**src/rtl/grf_hazard_scoreboard_if.sv**
```systemverilog
`default_nettype none
// ============================================================================
//  Module   : grf_hazard_scoreboard_if
//  Brief    : D-stage hazard query bundle between the pipeline and the GRF
//             hazard scoreboard. The pipeline side is master and the
//             scoreboard side is slave.
//  Revision : 1.0 - initial release
// ============================================================================
interface grf_hazard_scoreboard_if #(
    parameter int ADDR_W = 5,
    parameter int TNEW_W = 2
);
    logic                     hold;
    logic                     d_valid;
    logic [ADDR_W-1:0]        d_rs;
    logic                     d_rs_used;
    logic [TNEW_W-1:0]        d_tuse_rs;
    logic [ADDR_W-1:0]        d_rt;
    logic                     d_rt_used;
    logic [TNEW_W-1:0]        d_tuse_rt;
    logic [ADDR_W-1:0]        d_dst;
    logic                     d_dst_we;
    logic [TNEW_W-1:0]        d_tnew;
    logic                     stall;
    logic [1:0]               fwd_rs_sel;
    logic [1:0]               fwd_rt_sel;
    logic [(1<<ADDR_W)-1:0]   busy;

    modport master (
        output hold, d_valid, d_rs, d_rs_used, d_tuse_rs, d_rt, d_rt_used,
               d_tuse_rt, d_dst, d_dst_we, d_tnew,
        input  stall, fwd_rs_sel, fwd_rt_sel, busy
    );

    modport slave (
        input  hold, d_valid, d_rs, d_rs_used, d_tuse_rs, d_rt, d_rt_used,
               d_tuse_rt, d_dst, d_dst_we, d_tnew,
        output stall, fwd_rs_sel, fwd_rt_sel, busy
    );
endinterface
`default_nettype wire

```
**src/rtl/grf_hazard_scoreboard.sv**
```systemverilog
`default_nettype none
// ============================================================================
//  Module   : grf_hazard_scoreboard
//  Brief    : Tracks the GRF writers in flight in E/M/W together with their
//             remaining Tnew, and resolves the D-stage sources against them
//             to produce the stall, the forward selects and the busy vector.
//  Revision : 1.0 - initial release
// ============================================================================
module grf_hazard_scoreboard #(
    parameter int ADDR_W = 5,
    parameter int TNEW_W = 2
) (
    input  wire logic             clk,
    input  wire logic             reset,
    grf_hazard_scoreboard_if.slave sb
);
    // Stage index: 0 = E, 1 = M, 2 = W (lower index is the younger stage)
    localparam int c_NSTAGE = 3;
    localparam int c_NREG   = 1 << ADDR_W;

    logic              r_valid [c_NSTAGE];
    logic [ADDR_W-1:0] r_dst   [c_NSTAGE];
    logic [TNEW_W-1:0] r_tnew  [c_NSTAGE];

    logic [2:0]        w_rs_res;
    logic [2:0]        w_rt_res;
    logic              w_stall;
    logic              w_e_valid;
    logic [c_NREG-1:0] w_busy;

    // Saturating decrement applied as an entry advances one stage
    function automatic logic [TNEW_W-1:0] f_dec(input logic [TNEW_W-1:0] t);
        return (t == '0) ? '0 : t - TNEW_W'(1);
    endfunction

    // Youngest matching writer for one source; returns {stall, sel[1:0]}
    function automatic logic [2:0] f_resolve(
        input logic [ADDR_W-1:0] src,
        input logic              used,
        input logic [TNEW_W-1:0] tuse
    );
        logic              hit;
        logic [TNEW_W-1:0] tnew;
        logic [1:0]        stage;
        logic [1:0]        sel;
        hit   = 1'b0;
        tnew  = '0;
        stage = 2'd0;
        sel   = 2'd0;
        // Walk oldest to youngest so the youngest match overwrites the rest
        for (int s = c_NSTAGE - 1; s >= 0; s--) begin
            if (used && (src != '0) && r_valid[s] && (r_dst[s] == src)) begin
                hit   = 1'b1;
                tnew  = r_tnew[s];
                stage = 2'(s);
            end
        end
        // A ready result in W is already visible through the GRF write-through
        if (hit && (tnew == '0)) begin
            case (stage)
                2'd0:    sel = 2'd1;
                2'd1:    sel = 2'd2;
                default: sel = 2'd0;
            endcase
        end
        return {hit && (tnew > tuse), sel};
    endfunction

    // Hazard resolution for both sources against the registered entries
    always_comb begin
        w_rs_res  = f_resolve(sb.d_rs, sb.d_rs_used, sb.d_tuse_rs);
        w_rt_res  = f_resolve(sb.d_rt, sb.d_rt_used, sb.d_tuse_rt);
        w_stall   = sb.d_valid & (w_rs_res[2] | w_rt_res[2]);
        w_e_valid = sb.d_valid & ~w_stall & sb.d_dst_we & (sb.d_dst != '0);
    end

    // Busy vector: one-hot destination of every tracked writer
    always_comb begin
        w_busy = '0;
        for (int s = 0; s < c_NSTAGE; s++) begin
            if (r_valid[s]) begin
                w_busy[r_dst[s]] = 1'b1;
            end
        end
    end

    // Entry pipeline: advance E->M->W with Tnew countdown unless frozen
    always_ff @(posedge clk) begin
        if (reset) begin
            r_valid <= '{default: 1'b0};
            r_dst   <= '{default: '0};
            r_tnew  <= '{default: '0};
        end else if (!sb.hold) begin
            for (int s = 1; s < c_NSTAGE; s++) begin
                r_valid[s] <= r_valid[s-1];
                r_dst[s]   <= r_dst[s-1];
                r_tnew[s]  <= f_dec(r_tnew[s-1]);
            end
            r_valid[0] <= w_e_valid;
            r_dst[0]   <= sb.d_dst;
            r_tnew[0]  <= sb.d_tnew;
        end
    end

    assign sb.stall      = w_stall;
    assign sb.fwd_rs_sel = sb.d_valid ? w_rs_res[1:0] : 2'd0;
    assign sb.fwd_rt_sel = sb.d_valid ? w_rt_res[1:0] : 2'd0;
    assign sb.busy       = w_busy;
endmodule
`default_nettype wire

```
**src/flat_wrapper.sv**
```systemverilog
// flat-port wrapper written by rule: the top's interface ports become plain ports
module grf_hazard_scoreboard_flat 
#(
    parameter int ADDR_W = 5,
    parameter int TNEW_W = 2
)
  (clk, reset, sb_hold, sb_d_valid, sb_d_rs, sb_d_rs_used, sb_d_tuse_rs, sb_d_rt, sb_d_rt_used, sb_d_tuse_rt, sb_d_dst, sb_d_dst_we, sb_d_tnew, sb_stall, sb_fwd_rs_sel, sb_fwd_rt_sel, sb_busy);
  grf_hazard_scoreboard_if #(.ADDR_W(ADDR_W), .TNEW_W(TNEW_W)) sb_i ();
  input  wire logic clk;
  input  wire logic reset;
  input wire logic [$bits(sb_i.hold)-1:0] sb_hold;
  input wire logic [$bits(sb_i.d_valid)-1:0] sb_d_valid;
  input wire logic [$bits(sb_i.d_rs)-1:0] sb_d_rs;
  input wire logic [$bits(sb_i.d_rs_used)-1:0] sb_d_rs_used;
  input wire logic [$bits(sb_i.d_tuse_rs)-1:0] sb_d_tuse_rs;
  input wire logic [$bits(sb_i.d_rt)-1:0] sb_d_rt;
  input wire logic [$bits(sb_i.d_rt_used)-1:0] sb_d_rt_used;
  input wire logic [$bits(sb_i.d_tuse_rt)-1:0] sb_d_tuse_rt;
  input wire logic [$bits(sb_i.d_dst)-1:0] sb_d_dst;
  input wire logic [$bits(sb_i.d_dst_we)-1:0] sb_d_dst_we;
  input wire logic [$bits(sb_i.d_tnew)-1:0] sb_d_tnew;
  output wire logic [$bits(sb_i.stall)-1:0] sb_stall;
  output wire logic [$bits(sb_i.fwd_rs_sel)-1:0] sb_fwd_rs_sel;
  output wire logic [$bits(sb_i.fwd_rt_sel)-1:0] sb_fwd_rt_sel;
  output wire logic [$bits(sb_i.busy)-1:0] sb_busy;
  assign sb_i.hold = sb_hold;
  assign sb_i.d_valid = sb_d_valid;
  assign sb_i.d_rs = sb_d_rs;
  assign sb_i.d_rs_used = sb_d_rs_used;
  assign sb_i.d_tuse_rs = sb_d_tuse_rs;
  assign sb_i.d_rt = sb_d_rt;
  assign sb_i.d_rt_used = sb_d_rt_used;
  assign sb_i.d_tuse_rt = sb_d_tuse_rt;
  assign sb_i.d_dst = sb_d_dst;
  assign sb_i.d_dst_we = sb_d_dst_we;
  assign sb_i.d_tnew = sb_d_tnew;
  assign sb_stall = sb_i.stall;
  assign sb_fwd_rs_sel = sb_i.fwd_rs_sel;
  assign sb_fwd_rt_sel = sb_i.fwd_rt_sel;
  assign sb_busy = sb_i.busy;
  grf_hazard_scoreboard #(.ADDR_W(ADDR_W), .TNEW_W(TNEW_W)) u_core (.clk(clk), .reset(reset), .sb(sb_i));
endmodule
```
**config.mk**
```make
export PLATFORM = sky130hd
export DESIGN_NAME = grf_hazard_scoreboard_flat
export DESIGN_NICKNAME = d
export VERILOG_FILES = /design/src/rtl/grf_hazard_scoreboard_if.sv /design/src/rtl/grf_hazard_scoreboard.sv /design/src/flat_wrapper.sv
export SDC_FILE = /design/constraint.sdc
export NUM_CORES = 1
export LEC_CHECK = 0
export CORE_MARGIN = 1.5
export CORE_UTILIZATION = 49
export DETAILED_ROUTE_END_ITERATION = 8
export PLACE_DENSITY = 0.78
export SLEW_MARGIN = 20
export SYNTH_ARGS = -nofsm -noshare
export SYNTH_HDL_FRONTEND = slang
export SYNTH_SLANG_ARGS = --single-unit
```
**constraint.sdc**
```tcl
create_clock -name clk -period 5.18 [get_ports clk]
set_clock_uncertainty 0.15 [all_clocks]
set_input_delay 1.295 -clock clk [delete_from_list [all_inputs] [get_ports clk]]
set_output_delay 1.295 -clock clk [all_outputs]
set_load 0.01 [all_outputs]
```
Word-level counts from Yosys, hierarchy flattened

Index checks and enable logic that the tools add are counted.

Register bits: 24
Output and inout port bits: 37
Logic and storage cells: 100

Add/subtract/negate cells: 2
Order comparisons: 8
Eq/ne operators: 8
Multiplexer cells: 35
Bitwise logic cells: 8
Reduce and logical (&&, ||, !) cells: 30

Operators by type and width:

| operator                                                                            | count |
|---|---|
| 32-bit two-way mux                                                                  | 3 |
| 32-bit bitwise OR                                                                   | 2 |
| 2-bit two-way mux                                                                   | 18 |
| 5-bit equality test                                                                 | 6 |
| 1-bit logical AND                                                                   | 21 |
| 5-bit by 6-bit < comparator with 1-bit output, second input constant                | 3 |
| 1-bit demux with 5-bit select                                                       | 3 |
| 5-bit by 1-bit greater-or-equal comparator with 1-bit output, second input constant | 3 |
| 5-bit nonzero test                                                                  | 3 |
| 2-bit logical NOT                                                                   | 6 |
| 1-bit two-way mux                                                                   | 9 |
| 2-bit case mux with 2 select lines                                                  | 2 |
| 1-bit bitwise AND                                                                   | 4 |
| 2-bit by 1-bit equality test with 1-bit output, second input constant               | 2 |
| 2-bit greater-than comparator                                                       | 2 |
| 2-bit by 1-bit subtractor with 2-bit output, second input constant                  | 2 |
| 1-bit inverter                                                                      | 1 |
| 1-bit bitwise OR                                                                    | 1 |

Depth between registers and ports, before layout

Depth in word-level cells: 15
Gate-level depth with buffers: 11
Mapped depth without buffers: 10

Least setup slack after synthesis

No wires, ideal clock.

Path type: input -> output
Start point: input sb_d_rt[1]
End point: output sb_stall
Data arrival time: 3.236 ns
Path slack: 0.499 ns
Stages: 10
Buffers on the path: 0
Path through: or4_4 -> o21ai_4 -> and4b_2 -> nand3_1 -> a31oi_1 -> ha_1 -> nor2b_1 -> o21ai_0 -> a31oi_2 -> o21a_1

Word-level cells in the longest chain between the ends: 11

RTL lines:

| what                           | RTL line                    | RTL |
|---|---|---|
| start, declared                | flat_wrapper.sv:16          | `input wire logic [$bits(sb_i.d_rt)-1:0] sb_d_rt;` |
| 5-bit nonzero test             | grf_hazard_scoreboard.sv:52 | `if (used && (src != '0) && r_valid[s] && (r_dst[s] == src)) begin` |
| 1-bit logical AND (3 in a row) | grf_hazard_scoreboard.sv:52 |  |
| 2-bit two-way mux (3 in a row) | grf_hazard_scoreboard.sv:52 |  |
| 2-bit greater-than comparator  | grf_hazard_scoreboard.sv:66 | `return {hit && (tnew > tuse), sel};` |
| 1-bit logical AND (*)          | grf_hazard_scoreboard.sv:66 |  |
| 1-bit bitwise OR (*)           | grf_hazard_scoreboard.sv:73 | `w_stall = sb.d_valid & (w_rs_res[2] \| w_rt_res[2]);` |
| 1-bit bitwise AND (*)          | grf_hazard_scoreboard.sv:73 |  |
| end, declared                  | flat_wrapper.sv:22          | `output wire logic [$bits(sb_i.stall)-1:0] sb_stall;` |

Every way passes the cells marked *; elsewhere a longest branch is shown, timed or not.

Worst setup path after layout

Start point: input sb_d_rt[3]
End point: output sb_stall

Same word-level chain as after synthesis.

==> results.yml <==
worst_setup_path:
  path_cells: "dlygate4sd2_1 > or4_4 > o21ai_4 > and4b_2 > nand3_2 > a31oi_1 > ha_1 > nor2b_1 > o21ai_1 > a31oi_2 > o21a_1 > buf_2"
  rr_worst_depth: 12
  reg2reg_from: "u_core.r_dst[8]"
  critPathKind: "in2out"
  reg2reg_to: "u_core.r_valid[2]"
  crit_path_end_kind: "primary output"
  reg2reg_slack_ns: 2.15
  cpMaxStageDelayCell: "or4_4"
  start_kind: "input pin"
  cp_max_fo: 5
  crit_required_ns: 3.73
  critPathArrivalTime_ns: 3.74
  cp_slowest_stage_delay_ns: 0.52
routing:
  vias_per_cell: 5.877
  drt-total-wl_um: 7984
  ant_nets: 0
  drc: 0
  firstDrtPassIters: 6
  wl_per_cell_um: 16.70
  num_vias: 2809
  drt_iter0_markers: 188
finish:
  utilization: 0.7118
  drive_gt1_frac: 0.1363
  final_area_um2: 3362
  nNetsFinal: 444
  instances_no_fill: 478
  n_antenna_cell: 0
  areaGrowthSynthToFinish_pct: 40.39
floorplan:
  dieArea_um2: 5316
  rows: 25
  start_util: 0.5070
  die_w_um: 72.91
  die_h_um: 72.91
  core_um2: 4723
  io_pins: 65
power_and_ir_drop:
  p_per_area_nw_per_um2: 140.6
  p_leak_uw: 0.001574
  ir_drop_mv: 0.1246
yosys:
  synth_cells: 337
  yosys.area.top_type_share: 0.2006
  synth_area_um2: 2395
  yosys_warnings: 0
  synth_edf_count: 0
  synthDistinctLibCells: 41
  ys_ff_latch: 24
  syn_area_per_cell_um2: 7.106
  synth.yosys.seq_area_share: 0.2006
  synth_ff_type: "dfxtp_1"
  yosysTopAreaCell: "dfxtp_1"
  syn_nets: 369
  ys_top_cells_by_area: "dfxtp_1 (20%), nand2_1 (13%), a22oi_1 (9.4%)"
  async_flop_share: 0
worst_hold_path:
  hold_depth: 2
  hold_end: "u_core.r_tnew[0]"
  min_from: "u_core.r_tnew[0]"
  hp-class: "reg2reg"
global_route:
  grt_usage: 0.2979
  grt_overflow: 0
  grt_pass1_wl_um: 12500
  antenna_found_initial: 0
  grt_pass1_vias: 2596
  grt_max_degree: 26
clocking:
  cts_buffer_depth: 2
  postCtsHoldBufs: 0
  h-tree-depth: 1
  clock_latency_ns: 0.26
  cts_tree: "yes"
  cts_made_buffers: 3
  cts-root-buf: "clkbuf_8"
  path_clk_slew_ns: 0.09
  clock_sinks: 24
sta:
  period_minus_slack_ns: 5.180
  drv_slew: 0
  setup_viol: 1
  period_share: 1.000
  slew_headroom: 0.2826
  setup_tns_ns: -0.00007194
  worst_slack_ns: -0.00007194
  hold_viol_final: 0
  fmax_ghz: 0.1930
  tightestPinTransition_ns: 1.074
place:
  place_area_um2: 3183
  post-place-ws_ns: -0.5435
  dp_hpwl_um: 5598
  gp_congestion: 0.9859
  dp_cells: 466
  port_buffers: 64
job:
  max-cap-violations: 0
status:
  violations: "negative setup slack"
  status: "finished with violations"
cells by family (layout without fill, tap and decap cells):
group	after synthesis	in the layout	synth area share
simple gates	175	175	0.3595
mux	22	22	0.09195
buf+inv	33	107	0.06112
flops	24	24	0.2006
compound gates	49	49	0.1562
xor+xnor	30	30	0.1097
fa+ha+maj	4	4	0.02090
registers in the layout (all words and copies together) (netlist names):
| signal | count |
|---|---|
| u_core.r_dst | 15 |
| u_core.r_tnew | 6 |
| u_core.r_valid | 3 |
cell type report:
cell class / count / area (um^2)
Clock buffer: 3 / 41.29
Clock inverter: 1 / 30.03
Fill cell: 391 / 1361
Inverter: 6 / 22.52
Multi-Input combinational cell: 280 / 1829
Sequential cell: 24 / 480.5
Tap cell: 67 / 83.83
Timing Repair Buffer: 97 / 874.6
worst max path at each step:
stage | start | end | slack (ns) | cells past startpoint
5_1_grt | sb_d_rt[3] | sb_stall | -0.09 | 12
2_1_floorplan | sb_d_rt[1] | sb_stall | 0.50 | 10
3_5_place_dp | sb_d_rs[4] | sb_stall | -0.54 | 12
4_1_cts | sb_d_rt[0] | sb_stall | 0.005 | 13
3_3_place_gp | sb_d_rt[4] | sb_stall | -0.49 | 14
6_report | sb_d_rt[3] | sb_stall | -0.00007 | 12
routing by layer:
metal,share of wire,up-vias,GRT usage
met5,0,-,0
met4,0.023,0,0.08595
met3,0.074,25,0.03177
met2,0.48,159,0.5199
met1,0.42,1303,0.3872
li1,-,1322,-
stage by stage:
step           total power [uW]  hold WS, ns
6_report                  472.7       0.4203
5_1_grt                   492.9       0.4335
4_1_cts                   470.9       0.4189
2_1_floorplan             259.6       0.3218
3_5_place_dp              307.2       0.3871
3_3_place_gp              305.3       0.3824
power by group:
part	internal [uW]	leakage [uW]	total (uW)	switching, uW
combinational	52.2	0.00134	104	51.7
sequential	190	0.000195	205	14.0
clock	103	0.0000357	164	61.1
total	346	0.00157	473	127
synthesized netlist by cell type (2+ instances only):
cell type and number:
nand4_1 3, o21ai_0 3, clkbuf_1 22, xnor2_1 9, a31oi_1 2, xor2_1 21, nor2b_1 2, a22oi_1 30
nand3_1 3, and3b_1 8, and3_1 7, nand2_1 80, nor2_1 40, a222oi_1 2, ha_1 4, mux2i_1 22
nor3_1 4, nor4_1 6, inv_1 6, dfxtp_1 24, nor3b_1 15, a21oi_1 5
worst max-delay path, delay by kind of cell:
family	cells	cell delay (ns)
compound gates	5	0.70
simple gates	4	1.05
buf+inv	2	0.37
fa+ha+maj	1	0.32
placed cells by master, fill, tap and decap left out, types with 2 or more instances in the layout:
cell             instances
a21oi_1                  5
a222oi_1                 2
a22oi_1                 30
a31oi_2                  2
and3_1                   7
and3b_1                  8
buf_4                   33
clkbuf_8                 3
clkdlybuf4s15_1          3
clkdlybuf4s50_1         53
dfxtp_1                 24
dlygate4sd2_1            5
ha_1                     4
inv_1                    6
mux2i_1                 22
nand2_1                 80
nand3_1                  2
nand4_1                  3
nor2_1                  40
nor2b_1                  2
nor3_1                   3
nor3b_1                 14
nor4_1                   2
nor4_2                   4
o21ai_1                  2
xnor2_1                  9
xor2_1                  21
repair_timing:
item                                    CTS  global route
setup buffers                             6             2
pin swaps                                 8            15
hold endpoints to repair                  0             0
gates resized for setup                  20            12
endpoints found under the setup margin    1             1
Note: power is estimated with default switching activity, not from simulation.
